**config.mk**
```make
export PLATFORM = sky130hd
export DESIGN_NAME = ahb_bus_arbiter_flat
export DESIGN_NICKNAME = d
export VERILOG_FILES = /design/src/rtl/ahb_bus_arbiter_if.sv /design/src/rtl/ahb_bus_arbiter.sv /design/src/flat_wrapper.sv
export SDC_FILE = /design/constraint.sdc
export NUM_CORES = 1
export LEC_CHECK = 0
export BUFFER_PORTS_ARGS = -buffer_cell sky130_fd_sc_hd__buf_2
export CAP_MARGIN = 20
export CELL_PAD_IN_SITES_DETAIL_PLACEMENT = 0
export CELL_PAD_IN_SITES_GLOBAL_PLACEMENT = 1
export CORE_MARGIN = 8
export CORE_UTILIZATION = 42
export CTS_BUF_LIST = sky130_fd_sc_hd__clkbuf_16
export CTS_CLUSTER_DIAMETER = 60
export DETAILED_ROUTE_END_ITERATION = 16
export PLACE_DENSITY = 0.87
export SYNTH_ARGS = -nofsm -noshare
export SYNTH_HDL_FRONTEND = slang
export SYNTH_SLANG_ARGS = --single-unit
```
**constraint.sdc**
```tcl
create_clock -name HCLK -period 3.4 [get_ports HCLK]
set_input_delay 0.68 -clock HCLK [delete_from_list [all_inputs] [get_ports HCLK]]
set_output_delay 0.68 -clock HCLK [all_outputs]
set_load 0.02 [all_outputs]
```
**src/rtl/ahb_bus_arbiter_if.sv**
```systemverilog
// Shared-bus view of the AHB-lite arbiter: master request/lock lines and muxed
// transfer control in, grant and owner IDs out.
interface ahb_bus_arbiter_if #(
  parameter int NUM_MASTERS = 4,
  parameter int MASTER_ID_W = 2
);
  // Handshake: a transfer (HTRANS/HBURST) is accepted on a rising HCLK edge
  // where HREADY=1; with HREADY=0 nothing is consumed and all arbiter state holds.
  logic [NUM_MASTERS-1:0] HBUSREQ;
  logic [NUM_MASTERS-1:0] HLOCK;
  logic [1:0]             HTRANS;
  logic [2:0]             HBURST;
  logic                   HREADY;
  logic [NUM_MASTERS-1:0] HGRANT;
  logic [MASTER_ID_W-1:0] HMASTER;
  logic [MASTER_ID_W-1:0] HMASTER_DATA;
  logic                   HMASTLOCK;

  modport master (
    output HBUSREQ, HLOCK, HTRANS, HBURST, HREADY,
    input  HGRANT, HMASTER, HMASTER_DATA, HMASTLOCK
  );

  modport slave (
    input  HBUSREQ, HLOCK, HTRANS, HBURST, HREADY,
    output HGRANT, HMASTER, HMASTER_DATA, HMASTLOCK
  );
endinterface

```
**src/rtl/ahb_bus_arbiter.sv**
```systemverilog
// Round-robin AHB-lite bus arbiter that holds ownership across fixed-length
// bursts and locked sequences.
module ahb_bus_arbiter #(
  parameter int NUM_MASTERS = 4,
  parameter int MASTER_ID_W = 2
) (
  input  logic              HCLK,
  input  logic              HRESET,
  ahb_bus_arbiter_if.slave  bus,
  output logic [1:0]        dbg_state_o
);

  typedef enum logic [1:0] {
    ST_ARB    = 2'd0,
    ST_BURST  = 2'd1,
    ST_LOCKED = 2'd2
  } state_t;

  localparam logic [1:0] TR_IDLE   = 2'd0;
  localparam logic [1:0] TR_BUSY   = 2'd1;
  localparam logic [1:0] TR_NONSEQ = 2'd2;
  localparam logic [1:0] TR_SEQ    = 2'd3;

  state_t                 state_q, state_d;
  logic [4:0]             beats_q, beats_d;
  logic [MASTER_ID_W-1:0] rr_ptr_q;
  logic [NUM_MASTERS-1:0] grant_q;
  logic [MASTER_ID_W-1:0] hmaster_q;
  logic [MASTER_ID_W-1:0] hmaster_data_q;
  logic                   mastlock_q;

  logic [4:0]             burst_len;
  logic                   fixed_burst;
  logic                   incr_burst;
  logic                   owner_req;
  logic                   owner_lock;
  logic                   rearb;
  logic                   winner_found;
  logic [MASTER_ID_W-1:0] winner_id;

  // INCR has no defined length and is encoded as 0 here.
  always_comb begin
    case (bus.HBURST)
      3'd0:          burst_len = 5'd1;
      3'd2, 3'd3:    burst_len = 5'd4;
      3'd4, 3'd5:    burst_len = 5'd8;
      3'd6, 3'd7:    burst_len = 5'd16;
      default:       burst_len = 5'd0;
    endcase
  end

  assign fixed_burst = (burst_len > 5'd1);
  assign incr_burst  = (bus.HBURST == 3'd1);
  assign owner_req   = bus.HBUSREQ[hmaster_q];
  assign owner_lock  = bus.HLOCK[hmaster_q];

  always_comb begin
    rearb = (bus.HTRANS == TR_IDLE)
         || ((bus.HTRANS == TR_NONSEQ) && (burst_len == 5'd1))
         || ((bus.HTRANS == TR_SEQ) && fixed_burst && (beats_q == 5'd1))
         || (incr_burst && !owner_req && (bus.HTRANS != TR_IDLE));
    if (owner_lock) rearb = 1'b0;
  end

  always_comb begin
    beats_d = beats_q;
    if (bus.HTRANS == TR_NONSEQ)
      beats_d = (burst_len == 5'd0) ? 5'd0 : burst_len - 5'd1;
    else if ((bus.HTRANS == TR_SEQ) && (beats_q != 5'd0))
      beats_d = beats_q - 5'd1;
  end

  always_comb begin
    state_d = state_q;
    if (owner_lock) begin
      state_d = ST_LOCKED;
    end else begin
      case (bus.HTRANS)
        TR_IDLE:           state_d = ST_ARB;
        TR_NONSEQ, TR_SEQ: state_d = (beats_d != 5'd0) ? ST_BURST : ST_ARB;
        default: begin
          // BUSY keeps the burst status, except when leaving a lock.
          if (state_q == ST_LOCKED)
            state_d = (beats_q != 5'd0) ? ST_BURST : ST_ARB;
        end
      endcase
    end
  end

  // Search order starts at rr_ptr and wraps; first requester wins.
  always_comb begin
    winner_found = 1'b0;
    winner_id    = '0;
    for (int k = 0; k < NUM_MASTERS; k++) begin
      if (!winner_found && bus.HBUSREQ[(int'(rr_ptr_q) + k) % NUM_MASTERS]) begin
        winner_found = 1'b1;
        winner_id    = MASTER_ID_W'((int'(rr_ptr_q) + k) % NUM_MASTERS);
      end
    end
  end

  always_ff @(posedge HCLK) begin
    if (HRESET) begin
      state_q        <= ST_ARB;
      beats_q        <= 5'd0;
      rr_ptr_q       <= MASTER_ID_W'(1);
      grant_q        <= NUM_MASTERS'(1);
      hmaster_q      <= '0;
      hmaster_data_q <= '0;
      mastlock_q     <= 1'b0;
    end else if (bus.HREADY) begin
      state_q        <= state_d;
      beats_q        <= beats_d;
      hmaster_data_q <= hmaster_q;
      mastlock_q     <= owner_lock;
      if (rearb) begin
        // With no requester the bus parks on master 0 and the pointer holds.
        grant_q   <= NUM_MASTERS'(1) << winner_id;
        hmaster_q <= winner_id;
        if (winner_found)
          rr_ptr_q <= MASTER_ID_W'((int'(winner_id) + 1) % NUM_MASTERS);
      end
    end
  end

  assign bus.HGRANT       = grant_q;
  assign bus.HMASTER      = hmaster_q;
  assign bus.HMASTER_DATA = hmaster_data_q;
  assign bus.HMASTLOCK    = mastlock_q;
  assign dbg_state_o      = state_q;

endmodule

```
**src/flat_wrapper.sv**
```systemverilog
// flat-port wrapper written by rule: the top's interface ports become plain ports
module ahb_bus_arbiter_flat 
#(
  parameter int NUM_MASTERS = 4,
  parameter int MASTER_ID_W = 2
)
  (HCLK, HRESET, dbg_state_o, bus_HBUSREQ, bus_HLOCK, bus_HTRANS, bus_HBURST, bus_HREADY, bus_HGRANT, bus_HMASTER, bus_HMASTER_DATA, bus_HMASTLOCK);
  ahb_bus_arbiter_if #(.NUM_MASTERS(NUM_MASTERS), .MASTER_ID_W(MASTER_ID_W)) bus_i ();
  input  logic HCLK;
  input  logic HRESET;
  output logic [1:0] dbg_state_o;
  input wire logic [$bits(bus_i.HBUSREQ)-1:0] bus_HBUSREQ;
  input wire logic [$bits(bus_i.HLOCK)-1:0] bus_HLOCK;
  input wire logic [$bits(bus_i.HTRANS)-1:0] bus_HTRANS;
  input wire logic [$bits(bus_i.HBURST)-1:0] bus_HBURST;
  input wire logic [$bits(bus_i.HREADY)-1:0] bus_HREADY;
  output wire logic [$bits(bus_i.HGRANT)-1:0] bus_HGRANT;
  output wire logic [$bits(bus_i.HMASTER)-1:0] bus_HMASTER;
  output wire logic [$bits(bus_i.HMASTER_DATA)-1:0] bus_HMASTER_DATA;
  output wire logic [$bits(bus_i.HMASTLOCK)-1:0] bus_HMASTLOCK;
  assign bus_i.HBUSREQ = bus_HBUSREQ;
  assign bus_i.HLOCK = bus_HLOCK;
  assign bus_i.HTRANS = bus_HTRANS;
  assign bus_i.HBURST = bus_HBURST;
  assign bus_i.HREADY = bus_HREADY;
  assign bus_HGRANT = bus_i.HGRANT;
  assign bus_HMASTER = bus_i.HMASTER;
  assign bus_HMASTER_DATA = bus_i.HMASTER_DATA;
  assign bus_HMASTLOCK = bus_i.HMASTLOCK;
  ahb_bus_arbiter #(.NUM_MASTERS(NUM_MASTERS), .MASTER_ID_W(MASTER_ID_W)) u_core (.HCLK(HCLK), .HRESET(HRESET), .bus(bus_i), .dbg_state_o(dbg_state_o));
endmodule
```
==> results.json, run 1 <==
{
  "status": "complete, no violations",
  "cts_hold_buf": 0,
  "yosysSeqAreaShare_pct": 30.5,
  "p_sw_mw": 0.167,
  "core_sq_um": 2710,
  "cts_inserted_buffers": 3,
  "hold_viol": 0,
  "cp_cell_sequence": "buf_2 > mux4_2 > nand3b_4 > a311oi_4 > a21boi_2 > mux2i_1",
  "fillers": 266,
  "slew_viol_final": 0,
  "htreeDepth": 1,
  "required_ns": 3.59,
  "stdcell_area_sq_um": 1410,
  "dr.pass1.iters": 4,
  "sequential_cell_area_sq_um": 360,
  "antenna_found_initial": 0,
  "syn_area_sq_um": 1180,
  "clk_pin_slew_ns": 0.06,
  "synth_top_area_cell": "dfxtp_1",
  "rsz0062_at_grt": "no",
  "wl_per_cell_microns": 15.6,
  "fp.dieArea_sq_um": 4770,
  "fin_worst_skew_ns": 0.00346,
  "p_leak_nw": 0.609,
  "peakVddDrop_mv": 0.261,
  "first_global_vias": 1156,
  "netSwitchingFraction_pct": 28.1,
  "multi_input_area_sq_um": 762,
  "arrival_ns": 2.46,
  "drt_iter0_markers": 119,
  "finalSetupViolations": 0,
  "insertion_delay_ns": 0.25,
  "slew_headroom_pct": 56.1,
  "grt_pass1_wl_microns": 5200,
  "worst_pin_slew_ns": 0.649,
  "synth_cells": 139,
  "post_cts_resized": 0,
  "syn_area_per_cell_sq_um": 8.51,
  "vias": 1112,
  "initial_core_util_pct": 43.6,
  "ys_types": 41,
  "post-route-min-period_ns": 2.27,
  "ios": 27,
  "finalCritPeriodShare_pct": 66.8,
  "cts.sinks": 18,
  "pwr-share-comb_pct": 20.7,
  "cap_violations": 0,
  "synth-seq-cells": 18,
  "cts_root_buf": "clkbuf_16",
  "crit_path_start_kind": "input pin",
  "cp_max_fo": 9,
  "layout-drive-gt1-share_pct": 22.0,
  "dpl-instance-area_sq_um": 1330,
  "post-dp-hpwl_microns": 2330,
  "cts_tree": "yes",
  "syn-num-nets": 162,
  "end_kind": "flip-flop",
  "post-cts-setup-buffer-count": 0,
  "vias_per_cell": 5.70,
  "synth_top_cell_area_share_pct": 30.5,
  "critical_path.max_stage_delay_ns": 0.56,
  "die_h_microns": 69.1,
  "die_width_microns": 69.1,
  "grt_overflow": 0,
  "ant_nets": 0,
  "netlist_top_cells_area": "dfxtp_1 30%, ha_1 7.4%, mux2i_1 5.9%",
  "pwr-share-clk_pct": 40.9,
  "cpMaxStageDelayCell": "a311oi_4",
  "place_congestion": 0.907,
  "n_antenna_cell": 0,
  "yosysWarningCount": 0,
  "io_buffers": 26,
  "worstSetupPathType": "in2reg",
  "track_usage_pct": 12.9,
  "drc": 0,
  "num_rows": 19,
  "hold_class": "reg2reg",
  "pwr_density_cell_nw_per_um2": 422,
  "fin_setup_tns_ns": 0,
  "nNetsFinal": 188,
  "sequentialPowerShare_pct": 38.4,
  "grt_max_degree": 22,
  "clockBufferDepth": 2,
  "area_growth_pct": 19.4,
  "p_int_mw": 0.428,
  "wl_microns": 3040,
  "max_freq_mhz": 440
}
==> worst paths after layout <==
path | from | to | slack, ns | depth (start not counted)
setup / recovery | bus_HBUSREQ[2] | u_core.rr_ptr_q[1] | 1.13 | 6
hold / removal | u_core.bus.HMASTLOCK | u_core.bus.HMASTLOCK | 0.46 | 2
setup reg to reg | u_core.bus.HMASTER[0] | u_core.rr_ptr_q[1] | 1.16 | 4
hold reg to reg | u_core.bus.HMASTLOCK | u_core.bus.HMASTLOCK | 0.46 | 2
==> per-layer routing <==
metal | vias up | track usage, % | share of wire [%]
met5 | - | 0 | 0
met3 | 11 | 4.58 | 4.8
li1 | 555 | - | -
met4 | 0 | 8.20 | 3.6
met1 | 512 | 14.3 | 46
met2 | 34 | 20.5 | 46
==> per-stage QoR <==
step | hold WS (ns) | std cells | util, % | power, mW | worst slack [ns]
detailed placement | 0.455 | 191 | 49.2 | 0.355 | 0.871
floorplan | 0.472 | 139 | - | 0.319 | 1.12
global route | 0.509 | 195 | 52.1 | 0.624 | 0.962
CTS | 0.464 | 195 | 52.1 | 0.601 | 1.13
global placement | 0.452 | 191 | 49.2 | 0.352 | 0.888
finish | 0.462 | 195 | 52.1 | 0.595 | 1.13
==> flip-flops by register name, indices dropped and copies added (netlist names) <==
name                     count
u_core.dbg_state_o           2
u_core.bus.HMASTER_DATA      2
u_core.bus.HMASTER           2
u_core.beats_q               5
u_core.rr_ptr_q              2
u_core.bus.HGRANT            4
u_core.bus.HMASTLOCK         1
==> cell type report <==
class | instances | area share (%)
clock buffer | 3 | 5.32
multi-input combinational | 105 | 54.0
inverter | 11 | 2.93
sequential | 18 | 25.5
timing repair buffer | 26 | 9.22
tap | 31 | 2.75
clock inverter | 1 | 0.266
==> placed cells by master, fill, tap and decap left out, types with 2 or more instances in the layout <==
master     synthesis  final
buf_2              0     26
dfxtp_1           18     18
nor2_1            17     17
a21oi_1           12     12
inv_1             10     10
nand2_1            9      9
nand2b_1           7      7
mux2i_1            7      7
ha_1               7      7
o21ai_0            5      5
a211oi_1           3      3
nor3_1             3      3
nor2b_1            3      3
o22ai_1            3      3
clkbuf_16          0      3
clkinv_1           1      2
nor4b_1            2      2
nand3b_1           2      2
a22oi_1            2      2
==> critical path, delay by kind of cell <==
family | cells | cell delay, ns
compound gates | 2 | 0.84
simple gates | 1 | 0.17
buf+inv | 1 | 0.12
mux | 2 | 0.64
==> power groups by stage <==
stage	logic, mW	clock network (mW)	registers [mW]
after global placement	0.119	0	0.233
after global routing	0.137	0.257	0.230
after detailed placement	0.122	0	0.233
final	0.123	0.243	0.229
after floorplan	0.0821	0	0.237
after CTS	0.123	0.250	0.229
==> logic make-up (layout without fill, tap and decap cells) <==
kind of cell | count (synthesis) | after routing | share of synthesized area, %
simple gates | 51 | 51 | 23.5
compound gates | 37 | 37 | 22.5
flops | 18 | 18 | 30.5
buf+inv | 16 | 41 | 5.08
mux | 10 | 10 | 11.0
fa+ha+maj | 7 | 7 | 7.41
==> cell usage after synthesis (all sizes together) <==
cell      n
o2bb2ai   1
clkinv    1
nand4     1
dfxtp    18
nor2     17
a21oi    12
or2b      1
nand4b    1
a32oi     1
clkbuf    5
nor2b     3
nand2     9
o31a      1
o31ai     1
a22oi     2
a32o      1
nand3b    3
a311oi    2
o21ai     5
o22ai     3
ha        7
nor3      3
mux2      1
nand3     1
inv      10
a31oi     1
nand2b    7
or3       1
nor4b     2
mux4      2
o21a      1
a21boi    1
a2111o    1
a22o      1
nor4      1
a211oi    3
or4b      1
mux2i     7
Power figures use the tool's default switching activity.
==> run 2, diff against run 1 <==
--- a/config.mk
+++ b/config.mk
@@ -10,11 +10,11 @@
 export CELL_PAD_IN_SITES_DETAIL_PLACEMENT = 0
 export CELL_PAD_IN_SITES_GLOBAL_PLACEMENT = 1
 export CORE_MARGIN = 8
-export CORE_UTILIZATION = 42
+export CORE_UTILIZATION = 35
 export CTS_BUF_LIST = sky130_fd_sc_hd__clkbuf_16
 export CTS_CLUSTER_DIAMETER = 60
 export DETAILED_ROUTE_END_ITERATION = 16
-export PLACE_DENSITY = 0.87
+export PLACE_DENSITY = 0.78
 export SYNTH_ARGS = -nofsm -noshare
 export SYNTH_HDL_FRONTEND = slang
 export SYNTH_SLANG_ARGS = --single-unit
==> constraint.sdc (replaced) <==
create_clock -name HCLK -period 1.86 [get_ports HCLK]
set_input_delay 0.372 -clock HCLK [delete_from_list [all_inputs] [get_ports HCLK]]
set_output_delay 0.372 -clock HCLK [all_outputs]
set_load 0.02 [all_outputs]
==> run 2 against run 1 <==
Count of clock-buffer cells in the layout did not move. Non-clock buffer count rose by 21. Largest cell class unchanged. Highest routed layer unchanged. Cell area rose by 16%. Critical path type is now reg2reg.
==> results.json, run 2 (same netlist as run 1, synthesis figures left out) <==
{
  "status": "complete, no violations",
  "post-place-ws_ns": -0.0944,
  "required_ns": 1.98,
  "rsz0062_at_grt": "yes",
  "cts_root_buf": "clkbuf_16",
  "cts_tree": "yes",
  "regMostFlops": "u_core.beats_q",
  "fp.dieArea_sq_um": 5490,
  "end_kind": "flip-flop",
  "drc": 0,
  "slew_viol_final": 0,
  "p_leak_nw": 0.738,
  "n_antenna_cell": 0,
  "pwr_density_cell_nw_per_um2": 696,
  "grt_pass1_wl_microns": 5460,
  "insertion_delay_ns": 0.24,
  "hold_end": "u_core.bus.HMASTLOCK",
  "wl_per_cell_microns": 14.5,
  "hold_depth": 2,
  "slew_headroom_pct": 74.8,
  "worst_pin_slew_ns": 0.378,
  "whs_ns": 0.457,
  "cp-startpoint": "u_core.bus.HMASTER[0]",
  "post-route-min-period_ns": 1.85,
  "grt_max_degree": 22,
  "cp_max_fo": 3,
  "dp.cells": 226,
  "stdcell_count": 231,
  "hold_viol": 0,
  "first_global_vias": 1197,
  "initial_core_util_pct": 36.0,
  "cap_violations": 0,
  "vias_per_cell": 5.26,
  "post-route-util_pct": 50.0,
  "r2r_end": "u_core.bus.HGRANT[1]",
  "ant_nets": 0,
  "max_freq_mhz": 540,
  "layout_common_cells": "26 x buf_2, 20 x buf_4, 17 x nor2_1",
  "hold_class": "reg2reg",
  "fin_ws_ns": 0.00921,
  "clk_pin_slew_ns": 0.05,
  "wl_microns": 3350,
  "regToRegStartpoint": "u_core.bus.HMASTER[0]",
  "worstSetupPathType": "reg2reg",
  "die_h_microns": 74.1,
  "arrival_ns": 1.97,
  "num_rows": 21,
  "io_buffers": 26,
  "track_usage_pct": 12.6,
  "post-dp-hpwl_microns": 2610,
  "die_width_microns": 74.1,
  "final_common_cell": "buf_2",
  "crit_path_start_kind": "flip-flop",
  "fin_worst_skew_ns": 0.00138,
  "core_sq_um": 3280,
  "drt_iter0_markers": 70,
  "reg2reg_depth": 6,
  "nNetsFinal": 209,
  "area_growth_pct": 38.9,
  "peakVddDrop_mv": 0.407,
  "layout-drive-gt1-share_pct": 36.2,
  "fin_setup_tns_ns": 0,
  "cts_inserted_buffers": 3,
  "ios": 27,
  "rrSetupSlack_ns": 0.009,
  "antenna_found_initial": 0,
  "largest_reg_flops": 5,
  "grt_overflow": 0,
  "cts.sinks": 18,
  "hold_path.startpoint": "u_core.bus.HMASTLOCK",
  "dr.pass1.iters": 4,
  "clockBufferDepth": 2,
  "finalCritPeriodShare_pct": 99.5,
  "htreeDepth": 1,
  "finalSetupViolations": 0,
  "vias": 1214,
  "place_congestion": 0.883
}
-- run 2: per-layer routing --
metal	track usage (%)	share of wire (%)
met5	0	0
met4	3.77	2.9
met3	3.10	5.8
met2	21.6	47
met1	14.9	45
-- run 2: worst max-delay path, cell delays in order (launching register included) --
cell	delay, ns
dfxtp_4	0.36
mux4_2	0.50
nand3b_4	0.17
a311oi_4	0.26
buf_4	0.20
mux2i_1	0.18
nor2_1	0.05
-- run 2: worst max path at each step --
stage	to	depth (start not counted)	slack, ns
global route	u_core.bus.HMASTER[1]	6	-0.09
finish	u_core.bus.HGRANT[1]	6	0.009
detailed placement	u_core.bus.HGRANT[1]	7	-0.09
CTS	u_core.bus.HGRANT[3]	6	-0.007
floorplan	u_core.rr_ptr_q[1]	5	-0.09
global placement	u_core.bus.HGRANT[2]	7	-0.02
-- run 2: per-stage QoR --
stage                     power [mW]  area [sq um]
after floorplan                0.582          1180
after global placement         0.684          1500
after detailed placement       0.691          1500
after CTS                       1.13          1600
after global routing            1.20          1640
final                           1.14          1640
-- run 2: report_power, final --
part / internal (mW) / total (mW) / switching [mW]
registers: 0.402 / 0.419 / 0.0174
clock network: 0.286 / 0.433 / 0.148
logic: 0.142 / 0.292 / 0.150
total: 0.829 / 1.14 / 0.315
-- run 2: cell type report --
type	count	area, sq um
Fill cell	338	1640
Multi-Input combinational cell	105	808
Sequential cell	18	365
Timing Repair Buffer	47	292
Clock buffer	3	75.1
Tap cell	46	57.6
Inverter	11	41.3
Clock inverter	1	3.75
-- run 2: timing repair --
action,4_1_cts,5_1_grt
hold buffers,0,0
endpoints found under the setup margin,7,11
gates cloned,0,0
pin swaps,1,2
buffers inserted,1,0
gates resized for setup,2,11
==> run 3, diff against run 2 <==
--- a/config.mk
+++ b/config.mk
@@ -9,6 +9,7 @@
 export CAP_MARGIN = 20
 export CELL_PAD_IN_SITES_DETAIL_PLACEMENT = 0
 export CELL_PAD_IN_SITES_GLOBAL_PLACEMENT = 1
+export CORE_ASPECT_RATIO = 0.7
 export CORE_MARGIN = 8
 export CORE_UTILIZATION = 35
 export CTS_BUF_LIST = sky130_fd_sc_hd__clkbuf_16
==> run 3 against run 2 <==
The run now ends with setup timing left. First-iteration DRC count rose by 66%. Sequential power about the same. Global-route usage down 0.11 points. Power increased by 0.93%. Count of clock-buffer cells in the layout unchanged.
==> results.json, run 3 (same netlist as run 1, synthesis figures left out) <==
{
  "grt_max_degree": 22,
  "vias": 1216,
  "drc": 0,
  "post-route-util_pct": 51.8,
  "htreeDepth": 1,
  "pwr_density_cell_nw_per_um2": 699,
  "netSwitchingFraction_pct": 27.8,
  "hold_viol": 0,
  "regMostFlops": "u_core.beats_q",
  "clockBufferDepth": 2,
  "regToRegStartpoint": "u_core.beats_q[0]",
  "layout-drive-gt1-share_pct": 35.8,
  "cts_inserted_buffers": 3,
  "first_global_vias": 1172,
  "finalCritPeriodShare_pct": 103,
  "post-route-min-period_ns": 1.91,
  "nNetsFinal": 211,
  "cts.sinks": 18,
  "worstSetupPathType": "reg2reg",
  "rrSetupSlack_ns": -0.05,
  "clk_pin_slew_ns": 0.05,
  "violations": "setup timing",
  "pwr-share-comb_pct": 26.0,
  "n_antenna_cell": 0,
  "ios": 27,
  "worst_pin_slew_ns": 0.377,
  "place_congestion": 0.914,
  "drt_iter0_markers": 116,
  "io_buffers": 26,
  "rsz0062_at_grt": "yes",
  "p_sw_mw": 0.321,
  "hold_class": "reg2reg",
  "die_h_microns": 64.6,
  "fin_worst_skew_ns": 0.00222,
  "slew_viol_final": 0,
  "peakVddDrop_mv": 0.276,
  "reg2reg_depth": 7,
  "slew_headroom_pct": 74.5,
  "num_rows": 17,
  "largest_reg_flops": 5,
  "core_sq_um": 3190,
  "arrival_ns": 2.07,
  "insertion_delay_ns": 0.25,
  "area_growth_pct": 39.8,
  "wl_microns": 3450,
  "fp.dieArea_sq_um": 5520,
  "finalSetupViolations": 2,
  "grt_pass1_wl_microns": 5640,
  "wl_per_cell_microns": 15.3,
  "pwr-share-clk_pct": 37.6,
  "hold_path.startpoint": "u_core.bus.HMASTLOCK",
  "antenna_found_initial": 0,
  "die_width_microns": 85.5,
  "whs_ns": 0.459,
  "required_ns": 2.02,
  "p_int_mw": 0.834,
  "track_usage_pct": 12.5,
  "hold_depth": 2,
  "crit_path_start_kind": "flip-flop",
  "initial_core_util_pct": 37.1,
  "vias_per_cell": 5.40,
  "cp_max_fo": 4,
  "dr.pass1.iters": 4,
  "sequentialPowerShare_pct": 36.4,
  "grt_overflow": 0,
  "power_mw": 1.15,
  "fin_ws_ns": -0.0528,
  "ant_nets": 0,
  "cts_tree": "yes",
  "end_kind": "flip-flop",
  "final_common_cell": "buf_2",
  "status": "finished with violations",
  "layout_common_cells": "26 x buf_2, 22 x buf_4, 17 x nor2_1",
  "post-dp-hpwl_microns": 2610,
  "cap_violations": 0,
  "max_freq_mhz": 523,
  "cts_root_buf": "clkbuf_16",
  "r2r_end": "u_core.dbg_state_o[0]",
  "p_leak_nw": 0.735,
  "hold_end": "u_core.bus.HMASTLOCK"
}
## run 3: worst max-delay path: stages (launching register included)
cell and delay [ns]:
dfxtp_2 0.38, inv_1 0.07, ha_1 0.21, nor4b_1 0.15, buf_4 0.17, nor4_4 0.28
mux2_4 0.33, a311oi_1 0.24
## run 3: power groups by stage
stage               Sequential (mW)  Clock, mW  Combinational, mW
finish                        0.420      0.435              0.300
detailed placement            0.424          0              0.273
global route                  0.423      0.463              0.329
floorplan                     0.432          0              0.150
CTS                           0.417      0.446              0.289
global placement              0.423          0              0.270
## run 3: worst max path at each step
stage,from,end,slack (ns),cells after the start
3_5_place_dp,bus_HBUSREQ[3],u_core.bus.HGRANT[3],-0.13,7
4_1_cts,u_core.bus.HMASTER[0],u_core.bus.HGRANT[2],-0.04,6
6_report,u_core.beats_q[0],u_core.dbg_state_o[0],-0.05,7
2_1_floorplan,u_core.bus.HMASTER[0],u_core.rr_ptr_q[1],-0.09,5
5_1_grt,u_core.beats_q[0],u_core.dbg_state_o[0],-0.12,7
3_3_place_gp,bus_HBUSREQ[3],u_core.bus.HGRANT[1],-0.09,7
## run 3: repair_timing
| action | CTS | global route |
|---|---|---|
| endpoints found under the setup margin | 9 | 11 |
| hold buffers | 0 | 0 |
| resized for setup | 5 | 8 |
| gates cloned | 0 | 0 |
| pin swaps | 1 | 2 |
| buffers inserted | 2 | 0 |
## run 3: area by class of cell
type | instances | area [sq um]
clock inverters | 1 | 3.75
fillers | 305 | 1540
clock buffers | 3 | 75.1
well taps | 38 | 47.5
multi-input cells | 105 | 813
inverters | 11 | 41.3
flip-flops and latches | 18 | 365
repair buffers | 49 | 307
## run 3: stage by stage
stage	area (sq um)	setup TNS [ns]	cells	setup slack [ns]
finish	1650	-0.0868	225	-0.0528
global route	1650	-0.626	225	-0.120
CTS	1620	-0.192	225	-0.0441
detailed placement	1500	-0.734	219	-0.130
global placement	1500	-0.513	219	-0.0906
floorplan	1180	-0.146	139	-0.0938
## run 3: layer usage
metal	track usage, %	up-vias	share of wire [%]
li1	-	600	-
met1	15.6	585	48
met2	20.2	27	46
met3	4.28	4	4.8
met4	2.83	0	0.96
met5	0	-	0
